==> src/rtl/vga_sync_decoder.sv <==
// VGA sync decoder: recovers pixel coordinates from hs/vs/active_nblank,
// measures line and frame timing and locks when it matches the parameters.
// Ports:
//   pixel_clk, reset_rtl_0 (sync, active-low)   clock and reset
//   hs, vs (active-low), active_nblank          raw video timing inputs
//   drawX, drawY, pixel_valid                   recovered pixel position, 2-cycle lag
//   frame_start                                 one-cycle pulse per vs falling edge
//   locked                                      timing matches the parameters
//   line_len, frame_lines, err_count            timing statistics
// Optional feature: define VGA_SYNC_DECODER_STATS_EN to enable line_len,
// frame_lines and err_count; without it they are tied to 0.
`timescale 1ns/1ps
module vga_sync_decoder #(
  parameter int unsigned H_TOTAL  = 800,
  parameter int unsigned V_TOTAL  = 525,
  parameter int unsigned H_ACTIVE = 640,
  parameter int unsigned V_ACTIVE = 480
) (
  input  logic       pixel_clk,
  input  logic       reset_rtl_0,
  input  logic       hs,
  input  logic       vs,
  input  logic       active_nblank,
  output logic [9:0] drawX,
  output logic [9:0] drawY,
  output logic       pixel_valid,
  output logic       frame_start,
  output logic       locked,
  output logic [9:0] line_len,
  output logic [9:0] frame_lines,
  output logic [7:0] err_count
);

  localparam int unsigned CW = 10;
  localparam int unsigned MW = CW + 1;
  localparam logic [CW-1:0] CNT_MAX = '1;

  typedef enum logic [1:0] {SEARCH, MEASURE, LOCKED, LOST} state_e;

  state_e        state_q, state_d;
  logic          hs_s1_q, hs_s1_d, vs_s1_q, vs_s1_d, de_s1_q, de_s1_d;
  logic          hs_s2_q, hs_s2_d, vs_s2_q, vs_s2_d, de_s2_q, de_s2_d;
  logic [CW-1:0] h_cnt_q, h_cnt_d, v_cnt_q, v_cnt_d;
  logic [CW-1:0] x_cnt_q, x_cnt_d, y_cnt_q, y_cnt_d;
  logic [CW-1:0] draw_x_q, draw_x_d, draw_y_q, draw_y_d;
  logic          pixel_valid_q, pixel_valid_d;
  logic          frame_start_q, frame_start_d;
  logic          locked_q, locked_d;

  logic          hs_fall, vs_fall, de_fall;
  logic [MW-1:0] h_meas;
  logic [CW-1:0] y_act;
  logic          line_err, frame_ok, timeout;

  function automatic logic [CW-1:0] sat_inc(input logic [CW-1:0] v);
    return (v == CNT_MAX) ? v : v + CW'(1);
  endfunction

  // Edge detection against the second registered copy of each input
  assign hs_fall = hs_s2_q & ~hs_s1_q;
  assign vs_fall = vs_s2_q & ~vs_s1_q;
  assign de_fall = de_s2_q & ~de_s1_q;

  // Line length including the clock of the closing hs fall (11 bits to avoid wrap)
  assign h_meas   = {1'b0, h_cnt_q} + MW'(1);
  // Active lines seen so far, counting an active_nblank fall in this same cycle
  assign y_act    = de_fall ? sat_inc(y_cnt_q) : y_cnt_q;
  assign line_err = hs_fall &
                    ((h_meas != MW'(H_TOTAL)) ||
                     ((x_cnt_q != '0) && (x_cnt_q != CW'(H_ACTIVE))));
  assign frame_ok = (v_cnt_q == CW'(V_TOTAL)) && (y_act == CW'(V_ACTIVE));
  assign timeout  = (h_cnt_q == CNT_MAX);

  // Next-state, counters and registered outputs
  always_comb begin
    state_d       = state_q;
    hs_s1_d       = hs;
    vs_s1_d       = vs;
    de_s1_d       = active_nblank;
    hs_s2_d       = hs_s1_q;
    vs_s2_d       = vs_s1_q;
    de_s2_d       = de_s1_q;
    h_cnt_d       = hs_fall ? '0 : sat_inc(h_cnt_q);
    v_cnt_d       = v_cnt_q;
    x_cnt_d       = x_cnt_q;
    y_cnt_d       = y_cnt_q;
    pixel_valid_d = de_s1_q && (state_q == LOCKED);
    draw_x_d      = '0;
    draw_y_d      = '0;
    frame_start_d = vs_fall;

    // vs fall takes priority over a coincident hs fall
    if (vs_fall)      v_cnt_d = '0;
    else if (hs_fall) v_cnt_d = sat_inc(v_cnt_q);

    if (hs_fall)      x_cnt_d = '0;
    else if (de_s1_q) x_cnt_d = sat_inc(x_cnt_q);

    if (vs_fall)      y_cnt_d = '0;
    else if (de_fall) y_cnt_d = sat_inc(y_cnt_q);

    if (pixel_valid_d) begin
      draw_x_d = x_cnt_q;
      draw_y_d = y_cnt_q;
    end

    // Missing hs overrides everything else
    if (timeout) begin
      state_d = SEARCH;
    end else begin
      unique case (state_q)
        SEARCH:  if (vs_fall) state_d = MEASURE;
        MEASURE: begin
          if (line_err)     state_d = SEARCH;
          else if (vs_fall) state_d = frame_ok ? LOCKED : SEARCH;
        end
        LOCKED:  if (line_err || (vs_fall && !frame_ok)) state_d = LOST;
        LOST:    if (vs_fall) state_d = MEASURE;
        default: state_d = SEARCH;
      endcase
    end
    locked_d = (state_d == LOCKED);
  end

  always_ff @(posedge pixel_clk) begin
    if (!reset_rtl_0) begin
      state_q       <= SEARCH;
      hs_s1_q       <= 1'b0;
      vs_s1_q       <= 1'b0;
      de_s1_q       <= 1'b0;
      hs_s2_q       <= 1'b0;
      vs_s2_q       <= 1'b0;
      de_s2_q       <= 1'b0;
      h_cnt_q       <= '0;
      v_cnt_q       <= '0;
      x_cnt_q       <= '0;
      y_cnt_q       <= '0;
      draw_x_q      <= '0;
      draw_y_q      <= '0;
      pixel_valid_q <= 1'b0;
      frame_start_q <= 1'b0;
      locked_q      <= 1'b0;
    end else begin
      state_q       <= state_d;
      hs_s1_q       <= hs_s1_d;
      vs_s1_q       <= vs_s1_d;
      de_s1_q       <= de_s1_d;
      hs_s2_q       <= hs_s2_d;
      vs_s2_q       <= vs_s2_d;
      de_s2_q       <= de_s2_d;
      h_cnt_q       <= h_cnt_d;
      v_cnt_q       <= v_cnt_d;
      x_cnt_q       <= x_cnt_d;
      y_cnt_q       <= y_cnt_d;
      draw_x_q      <= draw_x_d;
      draw_y_q      <= draw_y_d;
      pixel_valid_q <= pixel_valid_d;
      frame_start_q <= frame_start_d;
      locked_q      <= locked_d;
    end
  end

  assign drawX       = draw_x_q;
  assign drawY       = draw_y_q;
  assign pixel_valid = pixel_valid_q;
  assign frame_start = frame_start_q;
  assign locked      = locked_q;

`ifdef VGA_SYNC_DECODER_STATS_EN
  logic [CW-1:0] line_len_q, line_len_d, frame_lines_q, frame_lines_d;
  logic [7:0]    err_count_q, err_count_d;

  // Statistics; every exit from LOCKED is a timing error
  always_comb begin
    line_len_d    = line_len_q;
    frame_lines_d = frame_lines_q;
    err_count_d   = err_count_q;
    if (hs_fall) line_len_d = h_meas[CW] ? CNT_MAX : h_meas[CW-1:0];
    if (vs_fall) frame_lines_d = v_cnt_q;
    if ((state_q == LOCKED) && (state_d != LOCKED) && (err_count_q != 8'hFF))
      err_count_d = err_count_q + 8'd1;
  end

  always_ff @(posedge pixel_clk) begin
    if (!reset_rtl_0) begin
      line_len_q    <= '0;
      frame_lines_q <= '0;
      err_count_q   <= '0;
    end else begin
      line_len_q    <= line_len_d;
      frame_lines_q <= frame_lines_d;
      err_count_q   <= err_count_d;
    end
  end

  assign line_len    = line_len_q;
  assign frame_lines = frame_lines_q;
  assign err_count   = err_count_q;
`else
  assign line_len    = '0;
  assign frame_lines = '0;
  assign err_count   = '0;
`endif

endmodule

==> config.mk <==
export PLATFORM = sky130hd
export DESIGN_NAME = vga_sync_decoder
export DESIGN_NICKNAME = d
export VERILOG_FILES = /design/src/rtl/vga_sync_decoder.sv
export SDC_FILE = /design/constraint.sdc
export NUM_CORES = 1
export LEC_CHECK = 0
export BUFFER_PORTS_ARGS = -buffer_cell sky130_fd_sc_hd__buf_2
export CAP_MARGIN = 5
export CORE_MARGIN = 2
export CORE_UTILIZATION = 45
export DETAILED_ROUTE_END_ITERATION = 7
export PLACE_DENSITY = 0.72
export SYNTH_ARGS = -nofsm -noshare
export SYNTH_HDL_FRONTEND = slang
export SYNTH_SLANG_ARGS = --single-unit
==> constraint.sdc <==
create_clock -name pixel_clk -period 1.9 [get_ports pixel_clk]
set_input_delay 0.095 -clock pixel_clk [delete_from_list [all_inputs] [get_ports pixel_clk]]
set_output_delay 0.095 -clock pixel_clk [all_outputs]
set_load 0.02 [all_outputs]
==> Word-level counts from Yosys, hierarchy flattened <==
Index checks and enable logic that the tools add are counted.
Widths: inputs -> output; s select.
{ "totals": {"regBits": 71, "latch_bits": 0, "mem_bits_rw": 0, "mem_bits_ro": 0, "input_bits": 5, "n_memories": 0} }
{ "op_classes": {"n_addsub": 5, "n_mul": 0, "div_mod_pow": 0, "order_cmp": 0, "eq_ne": 12, "shifts": 0, "mux": 9, "n_bitwise": 10, "reduce_logical": 15} }
{ "op_table": {"columns": ["cell", "n"], "rows": [
  ["$eq 10x10->1 const B", 5],
  ["$add 10x1->10 const B", 4],
  ["$mux 10", 2],
  ["$mux 2", 6],
  ["$add 10x1->11 const B", 1],
  ["$ne 11x10->1 const B", 1],
  ["$eq 10x9->1 const B", 1],
  ["$ne 10x10->1 const B", 1],
  ["$reduce_bool 10->1", 1],
  ["$eq 2x2->1 const B", 3],
  ["$not 1->1", 6],
  ["$pmux 2 s3", 1],
  ["$reduce_and 2->1", 3],
  ["$reduce_or 2->1", 3],
  ["$and 1x1->1", 4],
  ["$logic_and 1x1->1", 4],
  ["$eq 2x1->1 const B", 1],
  ["$logic_not 2->1", 1],
  ["$logic_or 1x1->1", 2],
  ["$logic_not 1->1", 1]
]} }

==> Depth between registers and ports, before layout <==
Gate-level depths: netlist of the first run.
{ "logic_depth": {"depth_word": 12, "ltp_mapped": 8, "ltp_nobuf": 8} }

==> Worst setup path before layout of the first run <==
OpenSTA, ideal clock, no wires.
{ "synth_timing": {"path_type": "reg-to-reg", "from": "register y_cnt_q[1]", "to": "register state_q[0]", "setup_time_ps": 60, "arrival_ps": 1762, "slack_ps": 78, "path_stages_with_launch": 8, "cell_sequence": "dfxtp_1 -> ha_1 -> nand3_4 -> o311a_1 -> a41oi_1 -> a21oi_1 -> o211ai_1 -> o2111a_1"} }
{ "synth_between": {"elab_chain_cells": 11} }
{ "synth_rtl": {"columns": ["item", "line", "source"], "rows": [
  ["start: declaration", "44", "logic [CW-1:0] x_cnt_q, x_cnt_d, y_cnt_q, y_cnt_d;"],
  ["start signal: assignment", "154", "y_cnt_q <= y_cnt_d;"],
  ["$add 10x1->10 or $eq 10x10->1 (tied branches)", "56", "return (v == CNT_MAX) ? v : v + CW'(1);"],
  ["$mux 10", null, null],
  ["$mux 10 *", null, null],
  ["$eq 10x9->1 *", "71", "assign frame_ok = (v_cnt_q == CW'(V_TOTAL)) && (y_act == CW'(V_ACTIVE));"],
  ["$logic_and 1x1->1 *", "71", null],
  ["$logic_not 1->1 *", "117", "LOCKED: if (line_err || (vs_fall && !frame_ok)) state_d = LOST;"],
  ["$logic_and 1x1->1 *", "117", null],
  ["$logic_or 1x1->1 *", "117", null],
  ["$mux 2 *", "117", null],
  ["$pmux 2 s3 *", "111", "unique case (state_q)"],
  ["$mux 2 *", "108", "if (timeout) begin"],
  ["end signal: assignment", "144", "state_q <= state_d;"],
  ["end: declaration", "40", "state_e state_q, state_d;"]
]} }
Mark *: on every way between the ends. The rest lies on a longest branch, timed or not.
A chain may end at the register's enable or synchronous reset.

==> Worst setup path in the final report of the first run <==
{ "layout_timing": {"from": "register h_cnt_q[2]", "to": "register locked_q, in the netlist locked"} }
{ "layout_between": {"elab_chain_cells": 9} }
{ "layout_rtl": {"columns": ["item", "line", "source"], "rows": [
  ["start: declaration", "43", "logic [CW-1:0] h_cnt_q, h_cnt_d, v_cnt_q, v_cnt_d;"],
  ["start signal: assignment", "151", "h_cnt_q <= h_cnt_d;"],
  ["$add 10x1->11", "65", "assign h_meas = {1'b0, h_cnt_q} + MW'(1);"],
  ["$ne 11x10->1", "69", "((h_meas != MW'(H_TOTAL)) ||"],
  ["$logic_or 1x1->1", "69", null],
  ["$and 1x1->1", "68", "assign line_err = hs_fall &"],
  ["$logic_or 1x1->1", "117", null],
  ["$mux 2", "117", null],
  ["$pmux 2 s3", "111", null],
  ["$mux 2 *", "108", null],
  ["$eq 2x2->1 *", "122", "locked_d = (state_d == LOCKED);"],
  ["end signal: assignment", "159", "locked_q <= locked_d;"],
  ["end: declaration", "48", "logic locked_q, locked_d;"]
]} }
Marked as above.

==> results.txt, run 1 <==
----------------------------------------------------
[Route]
  Residual DRC ... 0
  Routed via count divided by cell count ... 4.98
  DRT iter0 DRCs ... 119
  Average wire length per cell after detail routing ... 12.3 um
  First-pass detailed-route iteration total ... 4
  Total via count after detailed routing ... 2647
  Residual antenna-violating net count after detailed routing ... 0
  Total wire length after detailed routing ... 6.56 mm

[Logic synthesis]
  Top-area cell type share of the netlist area ... 0.417
  Commonest cells post-synth ... sky130_fd_sc_hd__dfxtp_1, sky130_fd_sc_hd__nor2_1, sky130_fd_sc_hd__buf_4, sky130_fd_sc_hd__and2_1, sky130_fd_sc_hd__nand2_1
  Most repeated cell in the gate-level netlist after synthesis ... sky130_fd_sc_hd__dfxtp_1
  Top cells by area in the synthesized netlist ... sky130_fd_sc_hd__dfxtp_1, sky130_fd_sc_hd__buf_4, sky130_fd_sc_hd__and2_1
  Avg Synthesized Cell Area ... 9.02 um2
  Total of flip-flops plus latches after synthesis ... 71
  Total number of yosys warnings ... 0
  Sequential fraction of the synthesis area ... 0.417
  Primary FF master, synth ... sky130_fd_sc_hd__dfxtp_1
  Cell type with the highest aggregate area in the netlist ... sky130_fd_sc_hd__dfxtp_1
  Asr flop ratio synth ... 0
  Yosys cell types ... 56
  Post-synth EDFFs ... 0
  Synth Cell Area ... 3410 um2
  Synthesized netlist cell count ... 378

[Setup path]
  Bufs and invs on worst path ... 0
  Highest-delay cell along the critical path ... sky130_fd_sc_hd__dfxtp_2
  Biggest fanout along the worst timing path ... 7
  Worst path arrival time ... 2.06 ns
  Crit start category ... flip-flop
  Required time at the endpoint of the critical path ... 2.14 ns
  Critical path start-end classification ... reg2reg
  Setup crit end kind ... flip-flop
  CP cell instances ... nand3_4 -> o311a_1 -> a31o_1 -> a41o_1 -> o221ai_1 -> o22ai_1
  Delay-heaviest family, CP ... compound AO/OA/AOI/OAI gates
  Biggest cell delay along the critical path ... 0.41 ns

[Finish]
  Finished layout cell area ... 4020 um2
  Multi-input gate area in the final layout ... 1810 um2
  Seq. cell area ... 1430 um2
  Fraction of final layout cells sized beyond drive strength 1 ... 0.229
  Number of antenna cells inserted ... 0
  Nets ... 442
  FILL cells ... 698
  Area added between synthesis and finish ... 17.8%

[Clock network]
  Root Buffer Master ... sky130_fd_sc_hd__clkbuf_8
  Insertion delay to the later sink of the worst-skew pair ... 0.36 ns
  Number of setup buffers added after CTS ... 0
  TritonCTS clock tree ... built
  CTS max path bufs ... 2
  Number of buffers inserted during clock tree synthesis ... 9
  Clock sink count ... 71
  Post-CTS clock slew at the launch and capture registers of the worst setup and hold paths ... 0.07 ns
  H-tree levels ... 3

[Die]
  Chip width ... 91.1 um
  Num ports ... 56
  Die height ... 91.1 um
  Number of placement rows ... 31
  Starting density of the core ... 0.468
  Die footprint ... 8290 um2
  Area of the core region ... 7290 um2

[STA]
  Final hold vios ... 0
  Setup violation total in the final timing report ... 0
  Final count of pins violating max slew ... 0
  Final sum of negative setup slack ... 0 ns
  Setup repair after global routing missed its margin ... true
  Period minus WS final ... 1.83 ns
  F_max ... 0.548 GHz
  Final critical-path share of the clock period ... 0.961
  Worst Skew ... 0.00619 ns

[Global route]
  Met2 track utilization from global routing ... 0.278
  Routing layer with the top usage in global route ... met2
  Via count of the first global-routing pass ... 2526
  Total gr overflow ... 0
  Largest net degree at the start of global routing ... 21
  Antenna violations before repair ... 0
  Met3 Use GR ... 0.0697
  Met1 capacity usage during global routing ... 0.192
  Aggregate global-route resource usage ... 0.168
  First-pass GRT wire length ... 11.2 mm

[Place]
  Placed standard-cell area ... 3660 um2
  Port Buffers ... 27
  Half-perimeter wire length after placement ... 4.65 mm
  Final RePlAce weighted congestion ... 0.825

[Pwr]
  Leakage power total ... 1.61 nW
  Power density cells ... 796 nW/um2
  VDD IR-drop max ... 0.655 mV

[Min path]
  Worst hold path type ... in2reg

[Flow run]
  Max-cap violation count ... 0

[Run status]
  Outcome ... finished clean

----------------------------------------------------
## where the power goes
part | leakage, nW | internal (W) | total [W] | switching [W]
sequential | 0.577 | 0.00151 | 0.00153 | 0.0000207
combinational | 0.907 | 0.0000579 | 0.000176 | 0.000118
clock | 0.127 | 0.000916 | 0.00149 | 0.000576
total | 1.61 | 0.00248 | 0.00320 | 0.000714
## layer usage
| metal | up-vias | share of wire |
|---|---|---|
| met5 | - | 0 |
| li1 | 1338 | - |
| met4 | 0 | 0.019 |
| met2 | 55 | 0.50 |
| met1 | 1236 | 0.42 |
| met3 | 18 | 0.053 |
## flip-flops by register name, summed over array words and instances (netlist names)
signal       flops
pixel_valid      1
v_cnt_q         10
vs_s1_q          1
y_cnt_q         10
drawX           10
x_cnt_q         10
state_q          2
drawY           10
h_cnt_q         10
hs_s1_q          1
de_s1_q          1
de_s2_q          1
locked           1
vs_s2_q          1
frame_start      1
hs_s2_q          1
## stage by stage
| step | total power, W | setup WS, ns | utilization | hold WS, ns | cells |
|---|---|---|---|---|---|
| after floorplan | 0.00173 | 0.0777 | - | 0.222 | 405 |
| after CTS | 0.00324 | 0.00298 | 0.542 | 0.0767 | 532 |
| after detailed placement | 0.00173 | -0.00183 | 0.502 | 0.306 | 513 |
| after global placement | 0.00172 | 0.0696 | 0.502 | 0.303 | 513 |
| after global routing | 0.00333 | -0.0736 | 0.551 | 0.0784 | 532 |
| final | 0.00320 | 0.0748 | 0.551 | 0.0903 | 532 |
## area by class of cell
type	instances	share of cell area
inverter	14	0.0131
timing repair buffer	54	0.0860
multi-input combinational	278	0.451
clock inverter	6	0.0290
sequential	71	0.356
tap	99	0.0308
clock buffer	10	0.0343
## kinds of logic (layout without fill, tap and decap cells)
kind of cell	count (synthesis)	after routing	synth area share
buffers and inverters	56	84	0.100
multiplexers	7	7	0.0205
flip-flops	71	71	0.417
AO/OA/AOI/OAI	41	41	0.0869
other	1	28	0.00110
adder cells (fa/ha/maj)	9	9	0.0330
XOR/XNOR	29	29	0.0745
AND/OR/NAND/NOR	164	164	0.267
## layout by cell type, fill, tap and decap left out, drive strengths merged, types with 3 or more instances in the layout
master / count
nor2: 45
and2: 28
nand2b: 6
o21ai: 6
or3: 5
ha: 9
dlygate4sd3: 3
dfxtp: 71
nand4: 10
a41oi: 3
buf: 51
nor3: 11
conb: 28
nand4b: 3
and3: 5
clkbuf: 10
xnor2: 16
nand3: 16
nor4: 4
mux2i: 7
a21oi: 13
xor2: 13
nor2b: 3
bufinv: 3
nand2: 20
inv: 15
## path summary, 6_finish.rpt
path / cells after the start / slack [ns] / startpoint / endpoint
worst max register to register: 6 / 0.07 / h_cnt_q[2] / locked
worst max-delay path: 6 / 0.07 / h_cnt_q[2] / locked
worst min register to register: 1 / 0.48 / hs_s1_q / hs_s2_q
worst min-delay path: 2 / 0.09 / reset_rtl_0 / state_q[0]
## repair_timing
action                                 4_1_cts  5_1_grt
cloned                                       0        0
pin swaps                                    0        2
resized for setup                            2       18
hold buffers                                 3        0
setup endpoints to repair                    1        6
endpoints found under the hold margin        3        0
Note: power is estimated with default switching activity, not from simulation.
==> run 2, diff against run 1 <==
- RECOVER_POWER: not set -> 100
==> run 2 against run 1 <==
- critical path type unchanged
- cell count unchanged
- register-to-register slack barely moved
- maximum frequency decreased by 0.32%
- clock power barely moved
==> results.txt, run 2 (same netlist as run 1, synthesis figures left out) <==
----------------------------------------------------
[Route]
  Residual DRC ... 0 (unchanged)
  Total via count after detailed routing ... 2646 (was 2647)
  DRT iter0 DRCs ... 112 (was 119)
  Total wire length after detailed routing ... 6.60 mm (was 6.56 mm)
  First-pass detailed-route iteration total ... 4 (unchanged)
  Routed via count divided by cell count ... 4.97 (was 4.98)
  Average wire length per cell after detail routing ... 12.4 um (was 12.3 um)
  Residual antenna-violating net count after detailed routing ... 0 (unchanged)

[Min path]
  Start point of the worst hold path ... reset_rtl_0 (unchanged)
  Hold endpoint ... state_q[0] (unchanged)
  Cell depth of the worst hold path ... 2 (unchanged)
  Worst hold path type ... in2reg (unchanged)

[Finish]
  FILL cells ... 713 (was 698)
  Commonest non-fill, non-tap cells in the layout ... sky130_fd_sc_hd__dfxtp_1, sky130_fd_sc_hd__nor2_1, sky130_fd_sc_hd__conb_1, sky130_fd_sc_hd__clkbuf_1, sky130_fd_sc_hd__buf_4 (was sky130_fd_sc_hd__dfxtp_1, sky130_fd_sc_hd__nor2_1, sky130_fd_sc_hd__and2_1, sky130_fd_sc_hd__conb_1, sky130_fd_sc_hd__buf_2)
  Nets ... 442 (unchanged)
  Finished layout cell area ... 3970 um2 (was 4020 um2)
  Seq. cell area ... 1430 um2 (unchanged)
  Multi-input gate area in the final layout ... 1810 um2 (about the same)
  Fraction of final layout cells sized beyond drive strength 1 ... 0.166 (was 0.229)
  Number of non-filler instances in the completed layout ... 532 (unchanged)
  Most frequent standard cell in the layout excluding fill and tap cells ... sky130_fd_sc_hd__dfxtp_1 (unchanged)
  Number of antenna cells inserted ... 0 (unchanged)
  Area added between synthesis and finish ... 16.4% (was 17.8%)

[STA]
  Period minus WS final ... 1.83 ns (about the same)
  Final hold vios ... 0 (unchanged)
  Final critical-path share of the clock period ... 0.964 (was 0.961)
  Setup repair after global routing missed its margin ... true (unchanged)
  Worst Skew ... 0.00566 ns (was 0.00619 ns)
  Final count of pins violating max slew ... 0 (unchanged)
  Setup violation total in the final timing report ... 0 (unchanged)
  F_max ... 0.546 GHz (was 0.548 GHz)
  Final sum of negative setup slack ... 0 ns (unchanged)
  Hold_ws ... 0.0933 ns (was 0.0903 ns)

[Setup path]
  Biggest fanout along the worst timing path ... 7 (unchanged)
  Crit start category ... flip-flop (unchanged)
  Required time at the endpoint of the critical path ... 2.14 ns (about the same)
  Worst path arrival time ... 2.07 ns (was 2.06 ns)
  Destination of the worst register-to-register timing path ... locked (unchanged)
  Count of cells along the worst register-to-register path ... 6 (unchanged)
  Setup crit end kind ... flip-flop (unchanged)
  Critical path start-end classification ... reg2reg (unchanged)
  R2r setup slk ... 0.07 ns (about the same)
  Startpoint of the lowest-slack register-to-register path ... h_cnt_q[2] (unchanged)

[Die]
  Area of the core region ... 7290 um2 (unchanged)
  Chip width ... 91.1 um (unchanged)
  Die footprint ... 8290 um2 (unchanged)
  Starting density of the core ... 0.468 (unchanged)
  Num ports ... 56 (unchanged)
  Number of placement rows ... 31 (unchanged)
  Die height ... 91.1 um (unchanged)

[Pwr]
  Leakage power total ... 1.48 nW (was 1.61 nW)
  Power density cells ... 805 nW/um2 (was 796 nW/um2)
  Final total power ... 0.00320 W (about the same)
  VDD IR-drop max ... 0.635 mV (was 0.655 mV)

[Clock network]
  Post-CTS clock slew at the launch and capture registers of the worst setup and hold paths ... 0.07 ns (about the same)
  Number of setup buffers added after CTS ... 0 (unchanged)
  TritonCTS clock tree ... built (unchanged)
  Insertion delay to the later sink of the worst-skew pair ... 0.36 ns (about the same)
  Number of buffers inserted during clock tree synthesis ... 9 (unchanged)
  CTS max path bufs ... 2 (unchanged)
  Root Buffer Master ... sky130_fd_sc_hd__clkbuf_8 (unchanged)
  Clock sink count ... 71 (unchanged)
  H-tree levels ... 3 (unchanged)

[Global route]
  Antenna violations before repair ... 0 (unchanged)
  Total gr overflow ... 0 (unchanged)
  Via count of the first global-routing pass ... 2526 (unchanged)
  Largest net degree at the start of global routing ... 21 (unchanged)
  First-pass GRT wire length ... 11.2 mm (unchanged)
  Aggregate global-route resource usage ... 0.168 (unchanged)

[Place]
  Final RePlAce weighted congestion ... 0.825 (unchanged)
  Port Buffers ... 27 (unchanged)
  Placed standard-cell area ... 3660 um2 (unchanged)
  Half-perimeter wire length after placement ... 4.65 mm (unchanged)
  Placed instance count ... 513 (unchanged)

[Run status]
  Outcome ... finished clean (unchanged)

[Flow run]
  Max-cap violation count ... 0 (unchanged)

----------------------------------------------------
run 2: cell types whose count changed in the layout (fill, tap and decap cells not counted), sizes merged:
cell / delta
clkbuf: +26
buf: -26
run 2: worst max path at each step:
stage	from	to	slack [ns]	cells after the start
2_1_floorplan	y_cnt_q[1]	state_q[0]	0.08	7
3_3_place_gp	v_cnt_q[1]	state_q[0]	0.07	8
3_5_place_dp	h_cnt_q[0]	locked	-0.002	7
4_1_cts	h_cnt_q[1]	locked	0.003	7
5_1_grt	y_cnt_q[0]	locked	-0.07	7
6_report	h_cnt_q[2]	locked	0.07	6
run 2: layout make-up:
type | count | share of cell area
inverter | 14 | 0.0132
sequential | 71 | 0.360
multi-input combinational | 278 | 0.455
timing repair buffer | 54 | 0.0769
clock buffer | 10 | 0.0347
tap | 99 | 0.0312
clock inverter | 6 | 0.0293
run 2: through the flow:
stage | utilization | worst slack, ns
floorplan | - | 0.0777
global placement | 0.502 | 0.0696
detailed placement | 0.502 | -0.00183
CTS | 0.542 | 0.00298
global route | 0.545 | -0.0740
finish | 0.545 | 0.0688
run 2: repair_timing:
action | CTS | global route
hold buffers | 3 | 0
hold endpoints to repair | 3 | 0
endpoints found under the setup margin | 1 | 6
gates resized for setup | 2 | 18
pin swaps | 0 | 2
run 2: worst max-delay path: stages (launching register included):
cell and delay [ns]:
sky130_fd_sc_hd__dfxtp_2 0.41, sky130_fd_sc_hd__nand3_4 0.13, sky130_fd_sc_hd__o311a_1 0.37, sky130_fd_sc_hd__a31o_1 0.19, sky130_fd_sc_hd__a41o_1 0.25, sky130_fd_sc_hd__o221ai_1 0.24, sky130_fd_sc_hd__o22ai_1 0.12
run 2: routing by layer:
layer,GRT usage,part of all wire
met3,0.0697,0.048
met2,0.278,0.50
met4,0.0682,0.019
met5,0,0
met1,0.192,0.43
run 2: power by group:
group	total, W	switching, W	internal [W]	leakage (nW)
clock	0.00149	0.000576	0.000916	0.127
combinational	0.000175	0.000118	0.0000564	0.780
sequential	0.00153	0.0000209	0.00151	0.577
==> run 3, diff against run 2 <==
- CORE_ASPECT_RATIO: not set -> 1.2
==> run 3 against run 2 <==
- sequential share of layout area decreased by 0.51 points
- clock-buffer cell count unchanged
- flip-flop and latch count unchanged
- worst setup slack got worse by 0.0021 ns
- cell count decreased by 1.1%
- combinational power increased by 6%
- clock power decreased by 18%
- non-clock buffer count increased by 3
- largest cell class unchanged
==> results.txt, run 3 (same netlist as run 1, synthesis figures left out) <==
----------------------------------------------------
[Finish]
  Area added between synthesis and finish ... 19.1% (was 16.4%)
  Nets ... 445 (was 442)
  Number of antenna cells inserted ... 0 (unchanged)
  Number of non-filler instances in the completed layout ... 526 (was 532)
  Fraction of final layout cells sized beyond drive strength 1 ... 0.222 (was 0.166)
  FILL cells ... 655 (was 713)
  Commonest non-fill, non-tap cells in the layout ... sky130_fd_sc_hd__dfxtp_1, sky130_fd_sc_hd__nor2_1, sky130_fd_sc_hd__conb_1, sky130_fd_sc_hd__clkbuf_1, sky130_fd_sc_hd__buf_4 (unchanged)
  Most frequent standard cell in the layout excluding fill and tap cells ... sky130_fd_sc_hd__dfxtp_1 (unchanged)

[Global route]
  Via count of the first global-routing pass ... 2522 (was 2526)
  Aggregate global-route resource usage ... 0.160 (was 0.168)
  First-pass GRT wire length ... 11.0 mm (was 11.2 mm)
  Largest net degree at the start of global routing ... 21 (unchanged)
  Antenna violations before repair ... 0 (unchanged)
  Total gr overflow ... 0 (unchanged)

[STA]
  Final count of pins violating max slew ... 0 (unchanged)
  Setup violation total in the final timing report ... 0 (unchanged)
  F_max ... 0.545 GHz (was 0.546 GHz)
  Final hold vios ... 0 (unchanged)
  Worst Skew ... 0.00826 ns (was 0.00566 ns)
  Period minus WS final ... 1.83 ns (about the same)
  Transition time at the pin with the least slew margin ... 0.683 ns
  Final critical-path share of the clock period ... 0.965 (was 0.964)
  Slack of the critical path ... 0.0667 ns (was 0.0688 ns)
  Relative slew slack ... 0.543

[Run status]
  Outcome ... finished clean (unchanged)

[Route]
  First-pass detailed-route iteration total ... 4 (unchanged)
  Total wire length after detailed routing ... 6.86 mm (was 6.60 mm)
  DRT iter0 DRCs ... 98 (was 112)
  Average wire length per cell after detail routing ... 13.0 um (was 12.4 um)
  Residual antenna-violating net count after detailed routing ... 0 (unchanged)
  Residual DRC ... 0 (unchanged)
  Routed via count divided by cell count ... 5.08 (was 4.97)
  Total via count after detailed routing ... 2674 (was 2646)

[Flow run]
  Max-cap violation count ... 0 (unchanged)

[Clock network]
  Root Buffer Master ... sky130_fd_sc_hd__clkbuf_8 (unchanged)
  Number of buffers inserted during clock tree synthesis ... 9 (unchanged)
  Post-CTS clock slew at the launch and capture registers of the worst setup and hold paths ... 0.08 ns (was 0.07 ns)
  H-tree levels ... 3 (unchanged)
  Clock sink count ... 71 (unchanged)
  Insertion delay to the later sink of the worst-skew pair ... 0.36 ns (about the same)
  CTS max path bufs ... 2 (unchanged)
  TritonCTS clock tree ... built (unchanged)

[Setup path]
  Worst path arrival time ... 2.14 ns (was 2.07 ns)
  Critical path start-end classification ... reg2reg (unchanged)
  R2r setup slk ... 0.07 ns (about the same)
  Count of cells along the worst register-to-register path ... 6 (unchanged)
  Destination of the worst register-to-register timing path ... state_q[0] (was locked)
  Biggest cell delay along the critical path ... 0.41 ns (about the same)
  CP endpoint ... state_q[0] (was locked)
  Setup crit end kind ... flip-flop (unchanged)
  Required time at the endpoint of the critical path ... 2.20 ns (was 2.14 ns)
  Biggest fanout along the worst timing path ... 7 (unchanged)
  Startpoint of the lowest-slack register-to-register path ... y_cnt_q[5] (was h_cnt_q[2])
  Crit start category ... flip-flop (unchanged)
  Highest-delay cell along the critical path ... sky130_fd_sc_hd__dfxtp_2 (unchanged)
  Crit. Startpoint ... y_cnt_q[5] (was h_cnt_q[2])
  CP cell instances ... nand4b_1 -> nor3_4 -> mux2i_2 -> nor4_4 -> o211ai_1 -> o2111a_1 (was nand3_4 -> o311a_1 -> a31o_1 -> a41o_1 -> o221ai_1 -> o22ai_1)

[Die]
  Area of the core region ... 7320 um2 (was 7290 um2)
  Num ports ... 56 (unchanged)
  Number of placement rows ... 34 (was 31)
  Die footprint ... 8290 um2 (about the same)
  Starting density of the core ... 0.466 (was 0.468)
  Chip width ... 83.5 um (was 91.1 um)
  Die height ... 99.4 um (was 91.1 um)

[Place]
  Final RePlAce weighted congestion ... 0.934 (was 0.825)
  Port Buffers ... 27 (unchanged)
  Half-perimeter wire length after placement ... 4.56 mm (was 4.65 mm)
  Place WS ... -0.0742 ns (was -0.00183 ns)
  Placed instance count ... 502 (was 513)

[Min path]
  Worst hold path type ... in2reg (unchanged)

[Pwr]
  Leakage power total ... 1.55 nW (was 1.48 nW)
  VDD IR-drop max ... 0.505 mV (was 0.635 mV)
  Final total power ... 0.00293 W (was 0.00320 W)
  Power density cells ... 722 nW/um2 (was 805 nW/um2)

----------------------------------------------------
run 3: timing repair:
| action | in CTS | in global routing |
|---|---|---|
| setup endpoints to repair | 5 | 11 |
| setup buffers | 3 | 2 |
| endpoints found under the hold margin | 3 | 0 |
| gates resized for setup | 21 | 27 |
| hold buffers | 3 | 0 |
| pin swaps | 7 | 5 |
| cloned | 0 | 0 |
run 3: where the power goes:
group / switching (W) / total (W) / internal, W
registers: 0.0000235 / 0.00153 / 0.00151
clock network: 0.000606 / 0.00122 / 0.000613
logic: 0.000121 / 0.000185 / 0.0000633
run 3: routing by layer:
layer  wire length [um]  global-route usage  vias up
met4                170              0.0806        0
met1               2960               0.192     1249
li1                   -                   -     1343
met5                  0                   0        -
met3                269              0.0290       19
met2               3470               0.276       63
run 3: worst max-delay path, delay by kind of cell (launching register included):
kind / cells / cell delay, ns
AND/OR/NAND/NOR: 3 / 0.60
multiplexers: 1 / 0.32
flip-flops: 1 / 0.41
AO/OA/AOI/OAI: 2 / 0.45
run 3: worst min-delay path by stage:
stage	startpoint	end	slack, ns	depth (start not counted)
6_report	reset_rtl_0	state_q[0]	0.08	2
5_1_grt	reset_rtl_0	state_q[0]	0.10	2
4_1_cts	reset_rtl_0	state_q[0]	0.08	2
3_5_place_dp	active_nblank	de_s1_q	0.31	2
3_3_place_gp	hs	hs_s1_q	0.31	2
2_1_floorplan	active_nblank	de_s1_q	0.22	1
run 3: per-stage QoR:
stage	hold WS [ns]	TNS (ns)	utilization	cell area, um2
after floorplan	0.222	0	-	3510
after global placement	0.305	0	0.497	3640
after detailed placement	0.306	-0.101	0.497	3640
after CTS	0.0800	-0.0646	0.540	3950
after global routing	0.100	-0.0171	0.555	4060
final	0.0805	0	0.555	4060
run 3: final cells by class:
type	count	area (um2)	area share
Multi-Input combinational cell	278	1920	0.472
Clock buffer	10	128	0.0314
Timing Repair Buffer	57	339	0.0834
Sequential cell	71	1440	0.355
Inverter	14	52.6	0.0129
Tap cell	90	113	0.0277
Clock inverter	6	70.1	0.0172
